## src/rtl/sparce_skip_ctrl.sv

```systemverilog
// SparCE skip controller: qualifies SASA hits, waits for the SPRF sparsity verdict and
// issues a held redirect to fetch. Optional statistics counters under SPARCE_SKIP_STATS_EN.
module sparce_skip_ctrl #(
    parameter int unsigned SKIP_W   = 5,
    parameter int unsigned MIN_SKIP = 2,
    parameter int unsigned CHK_TMO  = 4
) (
    input  logic              CLK,
    input  logic              nRST,
    input  logic              if_valid,
    input  logic [31:0]       pc,
    input  logic              ctrl_flow_enable,
    input  logic              sasa_hit,
    input  logic [SKIP_W-1:0] sasa_insts,
    input  logic              sparse_vld,
    input  logic              rs_sparse,
    input  logic              flush,
    input  logic              skip_ack,
    output logic              skip_req,
    output logic [31:0]       sparce_target,
    output logic              skipping
`ifdef SPARCE_SKIP_STATS_EN
    ,
    output logic [31:0]       skip_cnt,
    output logic [31:0]       abort_cnt
`endif
);

    localparam int unsigned TMO_W = (CHK_TMO > 1) ? $clog2(CHK_TMO) : 1;

    typedef enum logic [1:0] {
        ST_IDLE  = 2'd0,
        ST_CHECK = 2'd1,
        ST_SKIP  = 2'd2
    } state_e;

    state_e            state_q, state_d;
    logic [31:0]       lpc_q, lpc_d;
    logic [SKIP_W-1:0] linsts_q, linsts_d;
    logic [TMO_W-1:0]  tmo_cnt_q, tmo_cnt_d;
    logic              skip_req_q, skip_req_d;
    logic [31:0]       sparce_target_q, sparce_target_d;
    logic              skipping_q, skipping_d;

    logic cand_c;
    logic ld_cand_c;
    logic ld_target_c;
    logic skip_done_c;
    logic abort_c;

    assign cand_c = if_valid & ctrl_flow_enable & sasa_hit & ~flush
                  & (sasa_insts >= SKIP_W'(MIN_SKIP));

    // State register plus latched candidate data
    always_ff @(posedge CLK or negedge nRST) begin
        if (!nRST) begin
            state_q         <= ST_IDLE;
            lpc_q           <= '0;
            linsts_q        <= '0;
            tmo_cnt_q       <= '0;
            skip_req_q      <= 1'b0;
            sparce_target_q <= '0;
            skipping_q      <= 1'b0;
        end else begin
            state_q         <= state_d;
            lpc_q           <= lpc_d;
            linsts_q        <= linsts_d;
            tmo_cnt_q       <= tmo_cnt_d;
            skip_req_q      <= skip_req_d;
            sparce_target_q <= sparce_target_d;
            skipping_q      <= skipping_d;
        end
    end

    // Next-state logic; CHECK exits are evaluated in strict priority order
    always_comb begin
        state_d     = state_q;
        ld_cand_c   = 1'b0;
        ld_target_c = 1'b0;
        skip_done_c = 1'b0;
        abort_c     = 1'b0;
        unique case (state_q)
            ST_IDLE: begin
                if (cand_c) begin
                    state_d   = ST_CHECK;
                    ld_cand_c = 1'b1;
                end
            end
            ST_CHECK: begin
                if (flush) begin
                    state_d = ST_IDLE;
                    abort_c = 1'b1;
                end else if (if_valid && !ctrl_flow_enable) begin
                    state_d = ST_IDLE;
                    abort_c = 1'b1;
                end else if (sparse_vld && rs_sparse) begin
                    state_d     = ST_SKIP;
                    ld_target_c = 1'b1;
                end else if (sparse_vld) begin
                    state_d = ST_IDLE;
                end else if (tmo_cnt_q == TMO_W'(CHK_TMO - 1)) begin
                    state_d = ST_IDLE;
                    abort_c = 1'b1;
                end
            end
            ST_SKIP: begin
                if (flush) begin
                    state_d = ST_IDLE;
                    abort_c = 1'b1;
                end else if (skip_ack) begin
                    state_d     = ST_IDLE;
                    skip_done_c = 1'b1;
                end
            end
            default: state_d = ST_IDLE;
        endcase
    end

    // Registered outputs and datapath updates decoded from the next state
    always_comb begin
        lpc_d           = lpc_q;
        linsts_d        = linsts_q;
        tmo_cnt_d       = tmo_cnt_q;
        sparce_target_d = sparce_target_q;
        skip_req_d      = (state_d == ST_SKIP);
        skipping_d      = (state_d != ST_IDLE);
        if (ld_cand_c) begin
            lpc_d     = pc;
            linsts_d  = sasa_insts;
            tmo_cnt_d = '0;
        end else if (state_q == ST_CHECK && state_d == ST_CHECK) begin
            tmo_cnt_d = tmo_cnt_q + TMO_W'(1);
        end
        if (ld_target_c) begin
            sparce_target_d = lpc_q + (32'(linsts_q) << 2);
        end
    end

    assign skip_req      = skip_req_q;
    assign sparce_target = sparce_target_q;
    assign skipping      = skipping_q;

`ifdef SPARCE_SKIP_STATS_EN
    logic [31:0] skip_cnt_q, skip_cnt_d;
    logic [31:0] abort_cnt_q, abort_cnt_d;

    // Saturating event counters
    always_comb begin
        skip_cnt_d  = skip_cnt_q;
        abort_cnt_d = abort_cnt_q;
        if (skip_done_c && skip_cnt_q != 32'hFFFF_FFFF) begin
            skip_cnt_d = skip_cnt_q + 32'd1;
        end
        if (abort_c && abort_cnt_q != 32'hFFFF_FFFF) begin
            abort_cnt_d = abort_cnt_q + 32'd1;
        end
    end

    always_ff @(posedge CLK or negedge nRST) begin
        if (!nRST) begin
            skip_cnt_q  <= '0;
            abort_cnt_q <= '0;
        end else begin
            skip_cnt_q  <= skip_cnt_d;
            abort_cnt_q <= abort_cnt_d;
        end
    end

    assign skip_cnt  = skip_cnt_q;
    assign abort_cnt = abort_cnt_q;
`else
    logic unused_stats_c;
    assign unused_stats_c = skip_done_c ^ abort_c;
`endif

endmodule

```

## config.mk

```make
export PLATFORM = sky130hd
export DESIGN_NAME = sparce_skip_ctrl
export DESIGN_NICKNAME = d
export VERILOG_FILES = /design/src/rtl/sparce_skip_ctrl.sv
export SDC_FILE = /design/constraint.sdc
export NUM_CORES = 1
export LEC_CHECK = 0
export CORE_MARGIN = 4
export CORE_UTILIZATION = 50
export DETAILED_ROUTE_END_ITERATION = 7
export PLACE_DENSITY = 0.82
export SYNTH_ARGS = -nofsm -noshare
export SYNTH_HDL_FRONTEND = slang
export SYNTH_SLANG_ARGS = --single-unit
export TNS_END_PERCENT = 30
```

## constraint.sdc

```tcl
create_clock -name CLK -period 2.2 [get_ports CLK]
set_clock_uncertainty 0.15 [all_clocks]
set_input_delay 0.44 -clock CLK [delete_from_list [all_inputs] [get_ports CLK]]
set_output_delay 0.44 -clock CLK [all_outputs]
set_load 0.01 [all_outputs]
```

# Word level (Yosys, flattened, before mapping)
# Index checks and enable logic that the tools add are counted.
[word_totals] ramBits=0 output_inout_bits=34 memories=0 word_cells=44 input_bits=46 rom_bits=0 ff_bits=75 latchBits=0
[op_classes] n_addsub=2 n_mul=0 shifts=0 n_bitwise=5 div_mod_pow=0 eq_ne=5 n_lt_le_gt_ge=1 n_mux=17 reduce_logical=7
[ops] op="$add A32 B7 Y32" count=1
[ops] op="$mux W2" count=10
[ops] op="$eq A2 B2 Y1 const B" count=3
[ops] op="$mux W1" count=6
[ops] op="$pmux W2 S3" count=1
[ops] op="$ge A5 B2 Y1 const B" count=1
[ops] op="$and A1 B1 Y1" count=4
[ops] op="$eq A2 B1 Y1 const B" count=2
[ops] op="$reduce_bool A2 Y1" count=2
[ops] op="$logic_and A1 B1 Y1" count=3
[ops] op="$add A2 B1 Y2 const B" count=1
[ops] op="$logic_not A2 Y1" count=1
[ops] op="$logic_not A1 Y1" count=1
[ops] op="$not A1 Y1" count=1

# Longest topological paths before layout
# Gate-level depths: netlist of the first run.
[depth] depth_word=11 mapped_depth=8 ltp_nobuf=7

# Worst setup path after synthesis of the first run
# No wires, ideal clock.
[synth_path] path_type="reg-to-reg" from="register lpc_q[2]" to="register sparce_target_q[24] (netlist: sparce_target[24])" t_arrival_ns=1.698 period_less_slack_ns=1.982 setup_ns=0.133 n_path_buf=1 stages_incl_launch_ff=9 slack_ns=0.218 required_time_ns=1.917 cell_sequence="dfrtp_1 > ha_1 > fa_1 > a21oi_1 > o22ai_1 > buf_2 > nand4_1 > xor2_1 > o21ai_0"
[synth_between] elab_chain_len=1
[synth_rtl] element="from (decl)" line="38" text="logic [31:0] lpc_q, lpc_d;"
[synth_rtl] element="from (signal assigned)" line="66" text="lpc_q <= lpc_d;"
[synth_rtl] element="$add A32 B7 Y32" line="135" text="sparce_target_d = lpc_q + (32'(linsts_q) << 2);"
[synth_rtl] element="to (signal assigned)" line="70" text="sparce_target_q <= sparce_target_d;"
[synth_rtl] element="to (decl)" line="42" text="logic [31:0] sparce_target_q, sparce_target_d;"
# Every way passes these cells.
# A chain may end at the register's enable or synchronous reset.

# Worst setup path in the final report of the first run
[layout_path] from="register lpc_q[2]" to="register sparce_target_q[8] (netlist: sparce_target[8])"
# Same word-level chain as after synthesis.

==> results of run 1 <==
[layout make-up]
cell class | instances | share of cell area, %
multi-input cells | 219 | 33.1
flip-flops and latches | 75 | 39.5
repair buffers | 94 | 19.8
well taps | 96 | 2.53
clock buffers | 11 | 2.97
clock inverters | 5 | 2.11
inverters | 1 | 0.0789
[routing by layer]
layer	part of all wire [%]	track usage, %	vias up
li1	-	-	1272
met1	44	24.1	1313
met2	49	32.6	66
met3	3.6	3.94	23
met4	2.7	8.42	0
met5	0	0	-
[stage by stage]
step | instance area [µm²] | TNS (ns) | setup WS, ns | utilization (%) | power (mW)
6_report | 4750 | 0 | 0.135 | 70.0 | 4.25
4_1_cts | 4730 | 0 | 0.0335 | 69.6 | 4.25
3_3_place_gp | 4480 | -2.90 | -0.0883 | 65.9 | 2.92
3_5_place_dp | 4480 | -2.91 | -0.103 | 65.9 | 2.97
5_1_grt | 4750 | -0.0160 | -0.0111 | 70.0 | 4.48
2_1_floorplan | 3500 | 0 | 0.218 | - | 2.46
[cell usage after synthesis, types with 2 or more instances]
library cell   n  area, µm²
nand3_1        5       25.0
o21ai_0       29        145
dfrtp_1       75       1880
ha_1           6       75.1
o21ai_1        3       15.0
and2_1         4       25.0
mux2_2        35        394
and3_1         3       18.8
a31oi_1        3       18.8
and4_1         4       35.0
buf_4          2       15.0
o211ai_1       2       15.0
or3_1          3       18.8
nand2b_1       2       12.5
nand2_1       47        176
xor2_1        24        210
nand4_1       10       62.6
nor2_1        10       37.5
buf_2          7       35.0
clkbuf_1       7       26.3
a21oi_1        4       20.0
xnor2_1        2       17.5
mux2_1         2       22.5
o2111ai_1      7       61.3
[power groups by stage]
stage,Sequential (mW),Combinational [mW],Clock (mW)
6_report,1.88,1.10,1.27
5_1_grt,1.92,1.20,1.36
4_1_cts,1.88,1.08,1.29
3_5_place_dp,1.90,1.07,0
3_3_place_gp,1.88,1.04,0
2_1_floorplan,1.90,0.558,0
[sequential cells by signal, indices dropped and copies added, names as in the netlist]
name and flops:
linsts_q 5, lpc_q 32, skip_req 1, skipping 1, sparce_target 32, state_q 2
tmo_cnt_q 2
[how the worst max path moves through the flow]
stage / to / from / slack (ns) / cells after the start
after global placement: lpc_q[19] / flush / -0.09 / 5
final: sparce_target[8] / lpc_q[2] / 0.14 / 7
after global routing: sparce_target[22] / lpc_q[2] / -0.01 / 8
after detailed placement: lpc_q[13] / flush / -0.10 / 5
after CTS: sparce_target[9] / lpc_q[6] / 0.03 / 7
after floorplan: sparce_target[24] / lpc_q[2] / 0.22 / 8
[worst min-delay path, stage by stage, from the launching register on]
cell	delay, ns
dfrtp_1	0.35
nand2_1	0.05
nand2_1	0.05
[what timing repair did]
action | CTS | global route
hold buffers | 1 | 0
endpoints found under the setup margin | 0 | 21
hold endpoints to repair | 27 | 0
gates resized for setup | 0 | 7
[logic make-up after synthesis]
group,count (synthesis),share of synthesized area [%]
AND/OR/NAND/NOR,98,14.3
flip-flops,75,53.6
AO/OA/AOI/OAI,50,8.25
multiplexers,38,12.2
XOR/XNOR,26,6.50
buffers and inverters,18,2.43
adder cells (fa/ha/maj),7,2.72
==> flow_metrics.env, run 1 <==
export IMPL_status="complete, no violations"
export IMPL_grt_start_max_net_pins=49
export IMPL_min_from="lpc_q[0]"
export IMPL_start_util_pct=51.5
export IMPL_pin_count=80
export IMPL_n_antenna_cell=0
export IMPL_place_gp_congestion=0.793
export IMPL_dp_cells=484
export IMPL_die_area_um2=8410
export IMPL_min_to="sparce_target[0]"
export IMPL_cp_cell_sequence="ha_2 > fa_2 > a21o_1 > a21oi_1 > o21ai_0 > xnor2_1 > o21ai_0"
export IMPL_worstPathArrival_ns=2.12
export IMPL_period_share_pct=93.9
export IMPL_layout_nets=453
export IMPL_clock_path_buffers=2
export IMPL_antenna_left=0
export IMPL_leakage_nw=2.02
export IMPL_regArea_um2=1880
export IMPL_wl_per_cell_um=15.6
export IMPL_power_density_nw_per_um2=894
export IMPL_cts_tree="built"
export IMPL_postSynth_asyncResetShare_pct=100
export IMPL_synth_warnings=0
export IMPL_peakVddDrop_uv=490
export IMPL_mostFrequentLayoutCell="clkdlybuf4s50_1"
export IMPL_die_height_um=91.7
export IMPL_hold_slack_ns=0.328
export IMPL_root_buffer="clkbuf_8"
export IMPL_clkPwrFrac_pct=29.9
export IMPL_grt_pass1_vias=2847
export IMPL_antenna_found_initial=0
export IMPL_die_w_um=91.7
export IMPL_ys_seq_area_share_pct=53.6
export IMPL_ff2ff_path_depth=7
export IMPL_grt_usage_pct=19.3
export IMPL_max_cap_viol_count=0
export IMPL_worstReg2RegStart="lpc_q[2]"
export IMPL_routed_wl_um=7820
export IMPL_critical_path_class="flop to flop"
export IMPL_synth_ff_type="dfrtp_1"
export IMPL_port_buffers=79
export IMPL_path_buf_inv=0
export IMPL_maxSlewViolCount=0
export IMPL_period_needed_ns=2.06
export IMPL_cts_htree_levels=3
export IMPL_cp_max_fo=3
export IMPL_via_count=2674
export IMPL_synth_avg_cell_area_um2=11.2
export IMPL_whs_path_depth=2
export IMPL_clk_pin_slew_worst_paths_ns=0.08
export IMPL_numCtsBuffers=9
export IMPL_netSwitchingPower_mw=1.21
export IMPL_drc=0
export IMPL_insertion_delay_ns=0.33
export IMPL_cts_setup_buffers=0
export IMPL_via_per_inst=5.34
export IMPL_end_kind="flop"
export IMPL_grt_pass1_wl_um=13000
export IMPL_final_cell_mix="clkdlybuf4s50_1 (78), dfrtp_1 (75), nand2_1 (47)"
export IMPL_synth_edf_count=0
export IMPL_pwr_share_seq_pct=44.2
export IMPL_dr_pass1_iters=4
export IMPL_clock_sinks=75
export IMPL_syn_to_final_growth_pct=35.8
export IMPL_relSlewSlack_pct=68.5
export IMPL_slowest_delay_ns=0.39
export IMPL_fillers=492
export IMPL_tightest_slew_ns=0.471
export IMPL_syn_cell_area_um2=3500
export IMPL_hold_path_class="flop to flop"
export IMPL_startpoint_type="flop"
export IMPL_finalHoldViolations=0
export IMPL_syn_inst=312
export IMPL_r2r_end="sparce_target[8]"
export IMPL_drive_above_1_share_pct=19.0
export IMPL_p_int_mw=3.04
export IMPL_setup_viol=0
export IMPL_hpwl_um=5530
export IMPL_first_iter_violations=94
export IMPL_cp_top_family="compound AO/OA/AOI/OAI gates"
export IMPL_ys_seq_elements=75
export IMPL_grt_overflow=0
export IMPL_ff2ff_setup_slack_ns=0.14
export IMPL_crit_slowest_cell="dfrtp_1"
export IMPL_worstPathRequired_ns=2.26
export IMPL_fmax_ghz=0.484
export IMPL_synth_cell_type_count=40
export IMPL_core_area_um2=6790
export IMPL_comb_power_share_pct=25.8
export IMPL_rows=30
export IMPL_synth_nets=365
export IMPL_final_instance_count_excl_fill=501
export IMPL_switching_share_pct=28.5
export IMPL_multi_input_area_um2=1570
export IMPL_cp_common_cell="o21ai_0"
Power figures use the tool's default switching activity.
==> run 2: changes to the inputs <==
Settings changed: CORE_ASPECT_RATIO set to 1.1, CORE_UTILIZATION 50 to 52, CTS_BUF_LIST set to sky130_fd_sc_hd__clkbuf_8, PLACE_DENSITY 0.82 to 0.84.
==> flow_metrics.env, run 2 (synthesized netlist as in run 1, its figures left out) <==
export IMPL_status="complete, no violations"
export IMPL_pin_count=80
export IMPL_final_instance_count_excl_fill=493
export IMPL_dp_cells=475
export IMPL_multi_input_area_um2=1560
export IMPL_grt_start_max_net_pins=50
export IMPL_die_w_um=86.2
export IMPL_setup_viol=0
export IMPL_relSlewSlack_pct=62.9
export IMPL_fin_setup_tns_ns=0
export IMPL_grt_usage_pct=21.0
export IMPL_period_needed_ns=2.08
export IMPL_syn_to_final_growth_pct=35.0
export IMPL_final_cell_mix="clkdlybuf4s50_1 (78), dfrtp_1 (75), nand2_1 (47)"
export IMPL_root_buffer="clkbuf_8"
export IMPL_core_area_um2=6560
export IMPL_drive_above_1_share_pct=19.5
export IMPL_fmax_ghz=0.480
export IMPL_dr_pass1_iters=4
export IMPL_via_per_inst=5.43
export IMPL_startpoint_type="flop"
export IMPL_worst_slack_ns=0.118
export IMPL_cp_max_fo=11
export IMPL_antenna_found_initial=0
export IMPL_period_share_pct=94.6
export IMPL_drc=0
export IMPL_rows=31
export IMPL_end_kind="flop"
export IMPL_via_count=2675
export IMPL_max_cap_viol_count=0
export IMPL_n_antenna_cell=0
export IMPL_antenna_left=0
export IMPL_start_util_pct=53.4
export IMPL_stdcell_area_um2=4730
export IMPL_die_area_um2=8110
export IMPL_crit_start="lpc_q[2]"
export IMPL_preCtsSetupSlack_ns=-0.190
export IMPL_wl_per_cell_um=15.9
export IMPL_first_iter_violations=129
export IMPL_fillers=485
export IMPL_grt_overflow=0
export IMPL_clock_sinks=75
export IMPL_routed_wl_um=7850
export IMPL_worstPathRequired_ns=2.27
export IMPL_worstReg2RegStart="lpc_q[2]"
export IMPL_leakage_nw=2.02
export IMPL_finish_utilization_pct=72.1
export IMPL_min_from="sparce_target[15]"
export IMPL_critical_path_class="flop to flop"
export IMPL_worstPathArrival_ns=2.16
export IMPL_numCtsBuffers=9
export IMPL_clock_path_buffers=2
export IMPL_finalHoldViolations=0
export IMPL_hpwl_um=5670
export IMPL_tightest_slew_ns=0.557
export IMPL_power_density_nw_per_um2=844
export IMPL_cts_tree="built"
export IMPL_mostFrequentLayoutCell="clkdlybuf4s50_1"
export IMPL_grt_pass1_vias=2908
export IMPL_cts_htree_levels=3
export IMPL_regArea_um2=1880
export IMPL_hold_path_class="flop to flop"
export IMPL_maxSlewViolCount=0
export IMPL_port_buffers=79
export IMPL_place_gp_congestion=0.804
export IMPL_peakVddDrop_uv=563
export IMPL_dpl_cell_area_um2=4510
export IMPL_grt_pass1_wl_um=13200
export IMPL_die_height_um=94.1
export IMPL_insertion_delay_ns=0.35
export IMPL_layout_nets=459
export IMPL_clk_pin_slew_worst_paths_ns=0.08
==> run 2: final timing paths <==
kind,to,slack [ns],cells after the start
setup / recovery,sparce_target[30],0.12,8
hold / removal,sparce_target[15],0.33,2
setup reg to reg,sparce_target[30],0.12,8
hold reg to reg,sparce_target[15],0.33,2
max in group asynchronous,lpc_q[8],0.85,3
min in group asynchronous,skipping,0.47,2
==> run 2: area by class of cell <==
| class | count | area share (%) |
|---|---|---|
| clock buffers | 12 | 3.49 |
| clock inverters | 4 | 0.529 |
| inverters | 1 | 0.0794 |
| multi-input cells | 219 | 32.9 |
| flip-flops and latches | 75 | 39.7 |
| well taps | 82 | 2.17 |
| repair buffers | 100 | 21.1 |
==> run 2: per-layer routing <==
layer / wire length, µm / up-vias / track usage (%)
met4: 195 / 0 / 10.3
met3: 369 / 20 / 3.86
met2: 4060 / 70 / 35.9
met5: 0 / - / 0
met1: 3230 / 1293 / 25.5
li1: - / 1292 / -
==> run 2: critical path, cell delays in order, from the launching register on <==
cell and delay, ns:
dfrtp_1 0.39, ha_2 0.22, fa_2 0.38, a21oi_1 0.16, o22ai_1 0.09, buf_4 0.19
nand4_1 0.11, xor2_1 0.18, o21ai_0 0.09
==> run 2: timing repair <==
action | in CTS | in global routing
setup buffers | 0 | 1
gates resized for setup | 0 | 4
endpoints found under the setup margin | 0 | 19
hold buffers | 1 | 0
endpoints found under the hold margin | 42 | 0
==> run 2: power by group <==
part / total [mW] / switching [mW] / internal [mW]
clock: 0.996 / 0.498 / 0.498
sequential: 1.89 / 0.240 / 1.65
combinational: 1.11 / 0.484 / 0.625
==> run 2: metrics by stage <==
stage	power, mW	hold slack [ns]
global placement	2.94	0.294
floorplan	2.46	-0.00559
detailed placement	3.00	0.316
finish	3.99	0.331
CTS	4.00	0.333
global route	4.23	0.363
